$ cat config.mk
export PLATFORM = sky130hd
export DESIGN_NAME = eaglesong_sponge_ctrl
export DESIGN_NICKNAME = d
export VERILOG_FILES = /design/src/rtl/eaglesong_sponge_ctrl.sv
export SDC_FILE = /design/constraint.sdc
export NUM_CORES = 1
export LEC_CHECK = 0
export ABC_AREA = 1
export BUFFER_PORTS_ARGS = -buffer_cell sky130_fd_sc_hd__buf_2
export CORE_AREA = 3 3 521 523
export CTS_CLUSTER_DIAMETER = 80
export CTS_CLUSTER_SIZE = 20
export DETAILED_ROUTE_END_ITERATION = 16
export DIE_AREA = 0 0 524 526
export PLACE_DENSITY = 0.3
export SYNTH_ARGS = -nofsm -noshare
export SYNTH_HDL_FRONTEND = slang
export SYNTH_SLANG_ARGS = --single-unit
$ cat constraint.sdc
create_clock -name clk -period 2.7 [get_ports clk]
set_input_delay 0.54 -clock clk [delete_from_list [all_inputs] [get_ports clk]]
set_output_delay 0.54 -clock clk [all_outputs]
set_load 0.05 [all_outputs]
$ cat src/rtl/eaglesong_sponge_ctrl.sv
`default_nettype none
// ============================================================================
// Module   : eaglesong_sponge_ctrl
// Purpose  : Eaglesong sponge sequencer: absorbs big-endian words into the
//            rate, applies delimiter padding, drives the permutation engine.
// Revision : 1.0  initial release
// ============================================================================
module eaglesong_sponge_ctrl #(
   parameter logic [7:0] DELIM = 8'h06
) (
   input  logic              clk,
   input  logic              reset,
   input  logic [31:0]       msg_word,
   input  logic              msg_valid,
   input  logic              msg_last,
   input  logic [2:0]        msg_nbytes,
   output logic              msg_ready,
   output logic [15:0][31:0] perm_state_out,
   output logic              perm_start,
   input  logic [15:0][31:0] perm_state_in,
   input  logic              perm_done,
   output logic [255:0]      digest,
   output logic              digest_valid,
   input  logic              digest_ready
);

   typedef enum logic [2:0] {
      S_ABSORB     = 3'd0,
      S_PAD        = 3'd1,
      S_PERM_START = 3'd2,
      S_PERM_WAIT  = 3'd3,
      S_DONE       = 3'd4
   } state_t;

   state_t            r_state;
   state_t            w_next;
   logic [15:0][31:0] r_st;
   logic [2:0]        r_word_cnt;
   logic              r_final;
   logic              r_pad_pending;

   logic              w_accept;
   logic              w_short_last;
   logic              w_full_last;
   logic [31:0]       w_tail_word;
   logic [31:0]       w_absorb_word;

   assign w_accept      = msg_valid && (r_state == S_ABSORB);
   assign w_short_last  = msg_last && (msg_nbytes < 3'd4);
   assign w_full_last   = msg_last && !w_short_last;
   assign w_absorb_word = w_short_last ? w_tail_word : msg_word;

   // Keep the first n bytes, drop the delimiter at byte n, zero the rest.
   always_comb begin
      w_tail_word = {DELIM, 24'h0};
      case (msg_nbytes)
         3'd1:    w_tail_word = {msg_word[31:24], DELIM, 16'h0};
         3'd2:    w_tail_word = {msg_word[31:16], DELIM, 8'h0};
         3'd3:    w_tail_word = {msg_word[31:8], DELIM};
         default: w_tail_word = {DELIM, 24'h0};
      endcase
   end

   always_ff @(posedge clk) begin
      if (reset) begin
         r_state <= S_ABSORB;
      end else begin
         r_state <= w_next;
      end
   end

   // Handshake outputs come from the registered state only; reset forces them low.
   always_comb begin
      w_next       = r_state;
      msg_ready    = 1'b0;
      perm_start   = 1'b0;
      digest_valid = 1'b0;
      case (r_state)
         S_ABSORB: begin
            msg_ready = !reset;
            if (w_accept) begin
               if (w_short_last) begin
                  w_next = S_PERM_START;
               end else if (r_word_cnt == 3'd7) begin
                  w_next = S_PERM_START;
               end else if (w_full_last) begin
                  w_next = S_PAD;
               end
            end
         end
         S_PAD: begin
            w_next = S_PERM_START;
         end
         S_PERM_START: begin
            perm_start = !reset;
            w_next     = S_PERM_WAIT;
         end
         S_PERM_WAIT: begin
            if (perm_done) begin
               if (r_final) begin
                  w_next = S_DONE;
               end else if (r_pad_pending) begin
                  w_next = S_PAD;
               end else begin
                  w_next = S_ABSORB;
               end
            end
         end
         S_DONE: begin
            digest_valid = !reset;
            if (digest_ready) begin
               w_next = S_ABSORB;
            end
         end
         default: begin
            w_next = S_ABSORB;
         end
      endcase
   end

   always_ff @(posedge clk) begin
      if (reset) begin
         r_st          <= '0;
         r_word_cnt    <= 3'd0;
         r_final       <= 1'b0;
         r_pad_pending <= 1'b0;
      end else begin
         case (r_state)
            S_ABSORB: begin
               if (w_accept) begin
                  r_st[r_word_cnt] <= r_st[r_word_cnt] ^ w_absorb_word;
                  if (w_short_last) begin
                     r_final <= 1'b1;
                  end else begin
                     // Wraps 7 -> 0 at the end of a block.
                     r_word_cnt <= r_word_cnt + 3'd1;
                     if (w_full_last && (r_word_cnt == 3'd7)) begin
                        r_pad_pending <= 1'b1;
                     end
                  end
               end
            end
            S_PAD: begin
               r_st[r_word_cnt] <= r_st[r_word_cnt] ^ {DELIM, 24'h0};
               r_final          <= 1'b1;
               r_pad_pending    <= 1'b0;
            end
            S_PERM_WAIT: begin
               if (perm_done) begin
                  r_st <= perm_state_in;
               end
            end
            S_DONE: begin
               if (digest_ready) begin
                  r_st          <= '0;
                  r_word_cnt    <= 3'd0;
                  r_final       <= 1'b0;
                  r_pad_pending <= 1'b0;
               end
            end
            default: begin
            end
         endcase
      end
   end

   assign perm_state_out = r_st;

   genvar gi;
   generate
      for (gi = 0; gi < 8; gi++) begin : g_digest
         assign digest[255 - 32*gi -: 32] = r_st[gi];
      end
   endgenerate

endmodule
`default_nettype wire

Word level (Yosys, flattened, before mapping):

Index checks and enable logic that the tools add are counted.

* order comparisons: 3
* reductions and logical operators: 16
* $mul: 0
* shift operators: 0
* div/mod/pow operators: 0
* multiplexer cells: 35
* $add $sub $neg: 1
* equality and inequality tests: 15
* bitwise logic cells: 2

Operators with widths (number)
* case mux 512 bit (4 select lines): 1
* two-way mux 512 bit: 3
* bitwise mux 512 bit: 2
* binary-select mux 32 bit (select 3 bit): 1
* demux 32 bit (select 3 bit): 1
* two-way mux 32 bit: 3
* case mux 32 bit (3 select lines): 1
* XOR 32 bit: 1
* two-way mux 3 bit: 9
* AND reduction 4 bit: 4
* case mux 3 bit (5 select lines): 1
* equality test 3 x 2 -> 1 bit, second input constant: 4
* two-way mux 1 bit: 10
* inequality test 2 bit, second input constant: 5
* equality test 3 x 1 -> 1 bit, second input constant: 2
* equality test 3 bit, second input constant: 2
* case mux 1 bit (3 select lines): 2
* case mux 3 bit (2 select lines): 1
* logical AND 1 bit: 5
* < comparator 3 x 5 -> 1 bit, second input constant: 1
* AND reduction 5 bit: 1
* inequality test 4 x 3 -> 1 bit, second input constant: 1
* nonzero test 4 bit: 1
* adder 3 x 1 -> 3 bit, second input constant: 1
* other kinds (8): 9

* bits in registers: 520
* output and inout port bits: 771
* memory bits (read-only): 0
* latch bits: 0
* memory bits (writable): 0
* logic and storage cells: 92
* memories: 0
* input port bits: 553

Logic depth before layout (Yosys ltp):

Gate-level depths: netlist of the first run.

* word-level depth: 9
* depth in mapped cells: 12
* gate-level depth less buffers: 10

Worst setup path before layout of the first run:

OpenSTA, ideal clock, no wires.

* path type: in2out
* start: in reset
* end: out digest_valid
* data required time: 2.160 ns
* path slack: 0.630 ns
* arrival time: 1.530 ns
* stages: 3
* buffers on the path: 2
* cells stage by stage: clkbuf_1 > clkbuf_1 > nor2_1

* word-level cells in the longest chain between the ends: 2

Ends and longest elaborated chain
* from (decl): RTL line 12 `input logic reset,`
* logical NOT 1 bit: RTL line 110 `digest_valid = !reset;`
* two-way mux 1 bit: RTL line 78 `case (r_state)`
* to (decl): RTL line 23 `output logic digest_valid,`

Every way passes these cells.

==> metrics.cfg, run 1 <==
[run_status]
status = finished clean

[detailed_routing]
viasPerCell = 3.874
wirelength_um = 253900
drc = 0
detail-route-antenna-nets = 0
vias = 37692
drtIter0Drc = 2726
first_pass_iters = 6
wl_per_cell_um = 26.10

[global_route]
first_global_vias = 36663
use_met2 = 0.3193
antenna_found_initial = 98
grt-busiest-layer = met2
grtUsageMet1 = 0.2021
gr-total-overflow = 0
grt_usage = 0.1758
grt_use_met3 = 0.03463
grt_pass1_wl_um = 332500
grt_start_max_net_pins = 123

[setup_path]
reg2reg_setup_slack_ps = 180
worst_ep_required_time_ps = 3310
crit_type = reg -> reg
crit_fanout = 29
max_stage_delay_ps = 770
cp-end-kind = flip-flop
crit_path_start_kind = flip-flop
path_cells = buf_12, buf_4, nand2_1, nand3_1, nand2_1, o21bai_1, nand3_1, a21oi_1
r2r-start = r_word_cnt[0]
crit_start = r_word_cnt[0]
cp_data_arrival_time_ps = 3130
slowest_stage = o21bai_1

[synth]
yosys_warnings = 0
synth_edf_count = 0
synth_cell_types = 27
yosysSeqAreaShare = 0.3493
synth.most_common_cell = nand2_1
synthTopCellsByArea = dfxtp_1 (35%), nand2_1 (22%), nand3_1 (11%)
synthTopCellsByCount = nand2_1 (1724), nand3_1 (641), nor2_1 (558)
yosysTopAreaCell = dfxtp_1
synth_cells = 4905
synth_area_um2 = 29810
synthArstFlopShare = 0
synth.avg_cell_area_um2 = 6.077
syn-num-nets = 5460
synth_seq_cells = 520
synthFlopType = dfxtp_1
synth_top_area_frac = 0.3493

[finish]
layout-drive-gt1-share = 0.2788
nNetsFinal = 6640
area_growth_pct = 48.40

[sta]
slew_headroom = 0.3477
hold-worst-slack_ps = 113.1
fin_worst_skew_ps = 42.23
finalCriticalPeriod_ps = 2518
hold_violations = 0
rsz0062_at_grt = false
slew_viol_final = 0
setup_viol = 0
worstMarginPinSlew_ps = 976.5
timing.fmax_mhz = 397.2
final.period_utilization = 0.9326

[cts]
cts_tree = done
root_buffer = clkbuf_16
cts.sinks = 520
postCtsSetupRepairBufs = 0
cts_buffers = 72
htree_levels = 3
clock_latency_ps = 710
clkTransAtPathRegs_ps = 70
cts_buffer_depth = 3

[hold_path]
min_path_type = in -> reg
worstHoldStart = perm_state_in[334]

[floorplan]
rows = 190
ios = 1324
die_w_um = 524
core_um2 = 267400
die_height_um = 526
dieArea_um2 = 275600
start_util = 0.1114

[flow_run]
drv_cap = 0

[placement]
routabilityCongestion = 0.8693
port-buffer-count = 1323
dp.final_hpwl_um = 204900

[power_and_ir_drop]
ir_drop_mv = 0.3760
p_per_area_nw_per_um2 = 737.2
p_leak_nw = 20.94
power.total_mw = 32.61

[metal layers]
layer  vias up  share of wire
met5         -         0.0012
met4        48          0.038
met3       328          0.061
met2      1618           0.50
met1     17969           0.40
li1      17729              -
[critical path, delay by kind of cell, from the launching register on]
family,cells,cell delay (ps)
and+or+nand+nor,4,470
AOI/OAI and AO/OA,2,980
buffers and inverters,2,570
DFF,1,380
[kinds of logic (layout without fill, tap and decap cells)]
logic type	Yosys count	after routing	share of synthesized area
other	0	34	0
buffers and inverters	853	2092	0.1489
adders and majority gates	2	2	0.0008394
AOI/OAI and AO/OA	584	584	0.1010
DFF	520	520	0.3493
and+or+nand+nor	2946	2946	0.4000
[final timing paths]
kind               end  cells past startpoint
max reg2reg  flip-flop                      8
max          flip-flop                      8
min          flip-flop                      3
min reg2reg  flip-flop                      2
[cell type report]
| class | instances | area (um2) |
|---|---|---|
| multi-input combinational | 3532 | 15200 |
| sequential | 520 | 10410 |
| timing repair buffer | 1676 | 10330 |
| clock buffer | 79 | 1858 |
| antenna | 34 | 85.08 |
| clock inverter | 54 | 814.5 |
| inverter | 283 | 1086 |
| fill | 31226 | 223200 |
| tap | 3552 | 4444 |
[report_power, final]
part           switching [mW]  leakage [nW]  internal (mW)
sequential              0.846          4.22           8.19
combinational            9.53          15.5           3.04
clock                    4.91          1.26           6.09
[per-stage QoR]
step	cells	setup slack, ps	setup TNS (ps)	cell area, um2	util
6_report	9730	182.1	0	44230	0.1654
5_1_grt	9710	25.79	0	44180	0.1652
4_1_cts	9696	41.66	0	44120	0.1650
3_5_place_dp	9425	-199.7	-804.4	40060	0.1498
3_3_place_gp	9425	-204.8	-904.7	40060	0.1498
2_1_floorplan	4905	629.8	0	29810	-
[repair_timing]
| action | CTS | global route |
|---|---|---|
| endpoints found under the hold margin | 138 | 0 |
| cloned | 0 | 0 |
| resized for setup | 2 | 8 |
| hold buffers | 138 | 0 |
| setup endpoints to repair | 10 | 8 |
[cells in the final DEF, fill, tap and decap left out, types with 5 or more instances in the layout]
cell type      Yosys  layout
clkbuf_16          0      72
inv_1            277     276
inv_6              0       6
bufinv_16          0       9
a21oi_1          533     533
clkinv_2           0      10
o21a_1            10      10
o21ai_1            7       6
buf_12             0      56
dlygate4sd3_1      0     138
nand3_1          641     639
o21bai_1          24      21
diode_2            0      34
nand2_1         1724    1708
nor3_1             8       8
nor2_1           558     554
o21ai_0            8       8
clkinv_16          0       7
dfxtp_1          520     519
inv_8              0       6
nand2_4            0      15
clkinv_4           0       5
buf_4            274     159
nor2_4             1      13
buf_2            105    1320
clkinvlp_4         0      10
No activity file was read; power rests on OpenSTA's default activity.
==> run 2: changes to the inputs <==
RECOVER_POWER = 50   (was default)
==> metrics.cfg, run 2 (synthesis gave the netlist of run 1 again) <==
[detailed_routing]
vias = 37729
wirelength_um = 254600
detail-route-antenna-nets = 0
drtIter0Drc = 2746
viasPerCell = 3.878
drc = 0
first_pass_iters = 6
wl_per_cell_um = 26.17

[sta]
slew_viol_final = 0
fin_worst_skew_ps = 44.60
worstMarginPinSlew_ps = 1278
slew_headroom = 0.1481
setup_ws_ps = 147.8
setup_tns_ps = 0
finalCriticalPeriod_ps = 2552
final.period_utilization = 0.9453
rsz0062_at_grt = false
setup_viol = 0
timing.fmax_mhz = 391.8
hold_violations = 0

[hold_path]
min_path_type = in -> reg
min_path_cells = 3

[floorplan]
core_um2 = 267400
ios = 1324
die_w_um = 524
dieArea_um2 = 275600
die_height_um = 526
rows = 190
start_util = 0.1114

[power_and_ir_drop]
p_leak_nw = 18.26
ir_drop_mv = 0.3773
p_seq_frac = 0.280
switching_share = 0.4724
switching_power_mw = 15.32
p_per_area_nw_per_um2 = 746.8
pwr-share-comb = 0.381
clkPwrFrac = 0.339
p_int_mw = 17.11

[cts]
cts_buffers = 72
htree_levels = 3
cts.sinks = 520
root_buffer = clkbuf_16
postCtsSetupRepairBufs = 0
clkTransAtPathRegs_ps = 70
cts_tree = done
clock_latency_ps = 710
cts_buffer_depth = 3

[placement]
dp.final_hpwl_um = 204900
placed_area_um2 = 40060
dpl_worst_slack_ps = -199.7
routabilityCongestion = 0.8693
port-buffer-count = 1323

[finish]
post-route-util = 0.1623
mostFrequentLayoutCell = nand2_1
nNetsFinal = 6640
finish.instance_area_um2 = 43420
layout-drive-gt1-share = 0.1763
area_growth_pct = 45.67
mostFrequentLayoutCells = nand2_1 (1708), buf_2 (684), nand3_1 (639)

[global_route]
grt_usage = 0.1758
grt_pass1_wl_um = 332500
first_global_vias = 36663
grt_start_max_net_pins = 123
gr-total-overflow = 0
antenna_found_initial = 98

[setup_path]
cp-end-kind = flip-flop
crit_fanout = 29
crit_path_start_kind = flip-flop
worst_ep_required_time_ps = 3310
cp_data_arrival_time_ps = 3170
r2r_cells = 8
crit_type = reg -> reg

[run_status]
status = finished clean

[flow_run]
drv_cap = 0

## run 2: layout make-up
cell class,instances,area [um2]
inverter,283,1086
antenna,32,80.08
sequential,520,10410
multi-input combinational,3532,15190
clock inverter,54,814.5
fill,31469,224000
clock buffer,79,1858
tap,3552,4444
timing repair buffer,1676,9534
## run 2: per-layer routing
layer | track usage | vias to the layer above | part of all wire
li1 | - | 17726 | -
met3 | 0.03463 | 339 | 0.061
met1 | 0.2021 | 17988 | 0.40
met2 | 0.3193 | 1628 | 0.50
met5 | 0 | - | 0.0012
met4 | 0.06181 | 48 | 0.038
## run 2: final timing paths
kind | from | slack (ps) | end
worst max-delay path | r_word_cnt[0] | 150 | flip-flop
worst min-delay path | perm_state_in[387] | 110 | flip-flop
worst max register to register | r_word_cnt[0] | 150 | flip-flop
worst min register to register | flip-flop | 460 | flip-flop
## run 2: what timing repair did
| action | CTS | global route |
|---|---|---|
| resized for setup | 2 | 8 |
| hold endpoints to repair | 138 | 0 |
| pin swaps | 0 | 0 |
| endpoints found under the setup margin | 10 | 8 |
| hold buffers | 138 | 0 |
## run 2: power by group through the flow
stage	clock network, mW	logic, mW	registers, mW
finish	11.0	12.4	9.06
global route	11.7	13.2	9.13
CTS	11.5	12.7	9.09
detailed placement	0	12.5	9.26
global placement	0	12.5	9.24
floorplan	0	6.36	10.5
## run 2: worst max-delay path: stages (launching register included)
cell      delay [ps]
dfxtp_4          380
buf_12           260
buf_4            310
nand2_1           90
nand3_1           80
nand2_1          110
o21bai_1         800
nand3_1          200
a21oi_1          210
## run 2: stage by stage
stage               hold WS [ps]  total power, mW  cells
global route               30.42            34.05   9710
global placement           446.6            21.77   9425
CTS                       0.2226            33.29   9696
detailed placement         451.3            21.77   9425
finish                     113.1            32.42   9728
floorplan                  460.0            16.82   4905
